$ cat config.mk
export PLATFORM = sky130hd
export DESIGN_NAME = seq_detector_param
export DESIGN_NICKNAME = d
export VERILOG_FILES = /design/src/rtl/seq_detector_param.sv
export SDC_FILE = /design/constraint.sdc
export NUM_CORES = 1
export LEC_CHECK = 0
export ABC_CLOCK_PERIOD_IN_PS = 3200
export CAP_MARGIN = 20
export CORE_UTILIZATION = 40
export CTS_CLUSTER_DIAMETER = 100
export DETAILED_ROUTE_END_ITERATION = 8
export RECOVER_POWER = 50
export SLEW_MARGIN = 10
export SYNTH_ARGS = -nofsm -noshare
export SYNTH_HDL_FRONTEND = slang
export SYNTH_SLANG_ARGS = --single-unit
$ cat constraint.sdc
create_clock -name clock -period 3.2 [get_ports clock]
set_input_delay 0.48 -clock clock [delete_from_list [all_inputs] [get_ports clock]]
set_output_delay 0.48 -clock clock [all_outputs]
set_load 0.02 [all_outputs]
$ cat src/rtl/seq_detector_param.sv
// Parametrised serial pattern detector with runtime-loadable pattern and overlap mode.
// Optional saturating hit counter enabled by defining SEQ_MATCH_COUNT_EN.
module seq_detector_param #(
  parameter int unsigned            PATTERN_W       = 4,
  parameter logic [PATTERN_W-1:0]   DEFAULT_PATTERN = PATTERN_W'(4'b1011),
  parameter logic                   DEFAULT_OVERLAP = 1'b1,
  parameter int unsigned            COUNT_W         = 8
) (
  input  logic                 clock,
  input  logic                 reset,
  input  logic                 load,
  input  logic [PATTERN_W-1:0] pattern_in,
  input  logic                 overlap_in,
  input  logic                 in_valid,
  input  logic                 in_bit,
  output logic                 match
`ifdef SEQ_MATCH_COUNT_EN
  ,
  output logic [COUNT_W-1:0]   match_count
`endif
);

  localparam int unsigned FILL_W = $clog2(PATTERN_W + 1);

  typedef enum logic {ARMED = 1'b0, HIT = 1'b1} state_t;

  state_t               state;
  logic [PATTERN_W-1:0] hist;
  logic [FILL_W-1:0]    fill;
  logic [PATTERN_W-1:0] pat;
  logic                 ovl;

  logic [PATTERN_W-1:0] nh;
  logic [FILL_W-1:0]    nf;
  logic                 hit;

  // Reject configurations the shift/fill logic cannot represent.
  if (PATTERN_W < 2) begin : g_bad_pattern_w
    $error("PATTERN_W must be at least 2");
  end
  if (COUNT_W < 1) begin : g_bad_count_w
    $error("COUNT_W must be at least 1");
  end

  // Candidate history and fill level if the current bit is accepted.
  always_comb begin
    nh  = {hist[PATTERN_W-2:0], in_bit};
    nf  = (fill == FILL_W'(PATTERN_W)) ? fill : fill + FILL_W'(1);
    hit = (nf == FILL_W'(PATTERN_W)) && (nh == pat);
  end

  always_ff @(posedge clock) begin
    if (reset) begin
      state <= ARMED;
      hist  <= '0;
      fill  <= '0;
      pat   <= DEFAULT_PATTERN;
      ovl   <= DEFAULT_OVERLAP;
    end else if (load) begin
      state <= ARMED;
      hist  <= '0;
      fill  <= '0;
      pat   <= pattern_in;
      ovl   <= overlap_in;
    end else if (in_valid) begin
      hist <= nh;
      if (hit) begin
        state <= HIT;
        // Non-overlap mode forces a full new window before the next hit.
        fill  <= ovl ? FILL_W'(PATTERN_W) : '0;
      end else begin
        state <= ARMED;
        fill  <= nf;
      end
    end else begin
      state <= ARMED;
    end
  end

  assign match = (state == HIT);

`ifdef SEQ_MATCH_COUNT_EN
  // Saturating count of cycles entering or staying in HIT.
  always_ff @(posedge clock) begin
    if (reset || load) begin
      match_count <= '0;
    end else if (in_valid && hit && (match_count != {COUNT_W{1'b1}})) begin
      match_count <= match_count + COUNT_W'(1);
    end
  end
`endif

endmodule

==> flow_summary.ini <==
[finish]
final_nets = 82
final_cells = 84
nFillCells = 123
antenna_cells = 0
seq_area_sq_um = 240.2
final_layout_size_suffix_gt1_frac = 0.2174
multi_input_area_sq_um = 302.8
area_delta_synth_final_pct = 22.20

[floorplan]
coreArea_sq_mm = 0.001318
dieHeight_microns = 40.10
ios = 11
initial_core_util = 0.4406
rows = 13
die_w_microns = 40.10
dieArea_sq_mm = 0.001608

[clock_tree]
cts_tree = yes
cts_buffers = 3
cts_root_buffer = clkbuf_4
hold_buffers = 0
cts-resized-gates = 0
htreeDepth = 1
insertion_delay_ns = 0.27
postCtsSetupBuffers = 0
clockBufferDepth = 2
cts_sinks = 12
clk_pin_slew_ns = 0.07

[pwr]
p_total_mw = 0.3131
p_leak_nw = 0.2718
peakVddDrop_v = 0.0003855
power_density_mw_per_mm2 = 441.3

[synth]
avgSynthCellArea_sq_um = 10.01
synth_edf_count = 0
syn_nets = 70
syn_area_sq_um = 580.6
synth-async-reset-ratio = 0
netlist_instances = 58
synth_area_leader_cell = dfxtp_1
yosysTopAreaCellShare = 0.4138
synth-main-ff-cell = dfxtp_1
post-synth-top-count-cell = dfxtp_1
yosysWarnings = 0
ys_ff_latch = 12
yosysSeqAreaShare = 0.4138
netlist_top_cells_count = dfxtp_1, nor2_1, mux2i_1, xnor2_1
synthTopCellsByArea = dfxtp_1, mux2i_1, xnor2_1, a211o_2, and2b_2
synth_cell_types = 22

[placement]
hpwl_microns = 689.8
dp_cells = 80
gp_congestion = 0.6789
io_buffers = 10
post-place-ws_ns = 1.265

[global_routing]
grt_pass1_vias = 356
track_usage = 0.1522
grt_start_max_net_pins = 11
gr-total-overflow = 0
antenna_found_initial = 0
grt_first_pass_wirelength_microns = 1511

[sta]
maxSlewHeadroom = 0.7010
slew_viol_final = 0
hold_viol_final = 0
layout_setup_ws_ns = 1.408
grt_setup_unrepaired = no
setup_tns_ns = 0
hold-worst-slack_ns = 0.5230
min_period_ns = 1.792
finalClockSkew_ns = 0.002765
final-setup-viol-count = 0
tightest_slew_ns = 0.4485
fmax_mhz = 558.1
period_share = 0.5599

[worst_setup_path]
worst-path-max-fanout = 10
cp.arrival_ns = 1.97
critPathKind = input port to register
end_kind = register
start_kind = input port
cp.required_ns = 3.38
r2r-end = fill[2]
r2r_start = fill[0]
rrSetupSlack_ns = 1.77
r2r_cells = 5

[hold_path]
hold_end = fill[2]
worstHoldStart = fill[2]
hold_class = register to register
min_path_cells = 2

[route]
drt-initial-drc-count = 6
vias = 401
wl_per_cell_microns = 10.48
drt-pass1-iter-count = 4
wirelength_microns = 880
drcViolationCount = 0
avgViaCountPerCell = 4.774
ant_nets = 0

[run]
max_cap_viol_count = 0

[status]
status = complete, no violations
==> where the power goes <==
group          switching, mW  internal [mW]  total (mW)
Clock                 0.0473         0.0691       0.116
Sequential           0.00342          0.155       0.158
Combinational         0.0146         0.0235      0.0382
==> kinds of logic after synthesis <==
kind of cell | after synthesis | share of synthesized area
fa+ha+maj | 2 | 0.04310
simple gates | 21 | 0.2091
flops | 12 | 0.4138
buf+inv | 6 | 0.06464
mux | 5 | 0.08621
xor+xnor | 6 | 0.09052
compound gates | 6 | 0.09267
==> worst max path at each step <==
stage / endpoint / slack [ns] / from
2_1_floorplan: match / 1.84 / fill[0]
3_3_place_gp: fill[2] / 1.30 / load
3_5_place_dp: fill[2] / 1.26 / load
4_1_cts: match / 1.54 / match
5_1_grt: fill[2] / 1.33 / load
6_report: fill[2] / 1.41 / load
==> placed cells by master, fill, tap and decap left out, drive strengths merged <==
cell type / count
dlygate4sd3: 1
xor2: 1
nor3b: 1
nor2: 8
xnor2: 5
inv: 3
and2b: 4
o21ai: 1
o32ai: 1
nor3: 1
clkdlybuf4s50: 9
mux2i: 5
nand3: 1
dfxtp: 12
ha: 2
or2: 1
clkbuf: 4
nand2: 3
or3: 1
or4: 1
a211o: 4
==> registers in the layout, indices dropped and copies added (netlist names) <==
register	count
fill	3
ovl	1
hist	3
pat	4
match	1
==> final cells by class <==
cell class / instances / share of cell area
sequential: 12 / 0.3386
clock buffer: 4 / 0.05115
tap: 15 / 0.02646
timing repair buffer: 10 / 0.1411
inverter: 3 / 0.01587
multi-input combinational: 40 / 0.4268
==> routing by layer <==
metal  GRT usage  vias up  wire length, microns
met5           0        -                     0
met4     0.07759        0                    13
met3      0.1000        2                    53
met2      0.2016        9                   361
met1      0.1839      172                   452
li1            -      218                     -
==> critical path, cell delays in order <==
cell           delay (ns)
dlygate4sd3_1        0.66
or2_0                0.42
nor3b_2              0.20
o21ai_1              0.10
o32ai_1              0.12
==> stage by stage <==
step,utilization,area [sq um]
after floorplan,-,580.6
after global placement,0.5109,673.1
after detailed placement,0.5109,673.1
after CTS,0.5385,709.4
after global routing,0.5385,709.4
final,0.5385,709.4
No activity file was read; power rests on OpenSTA's default activity.
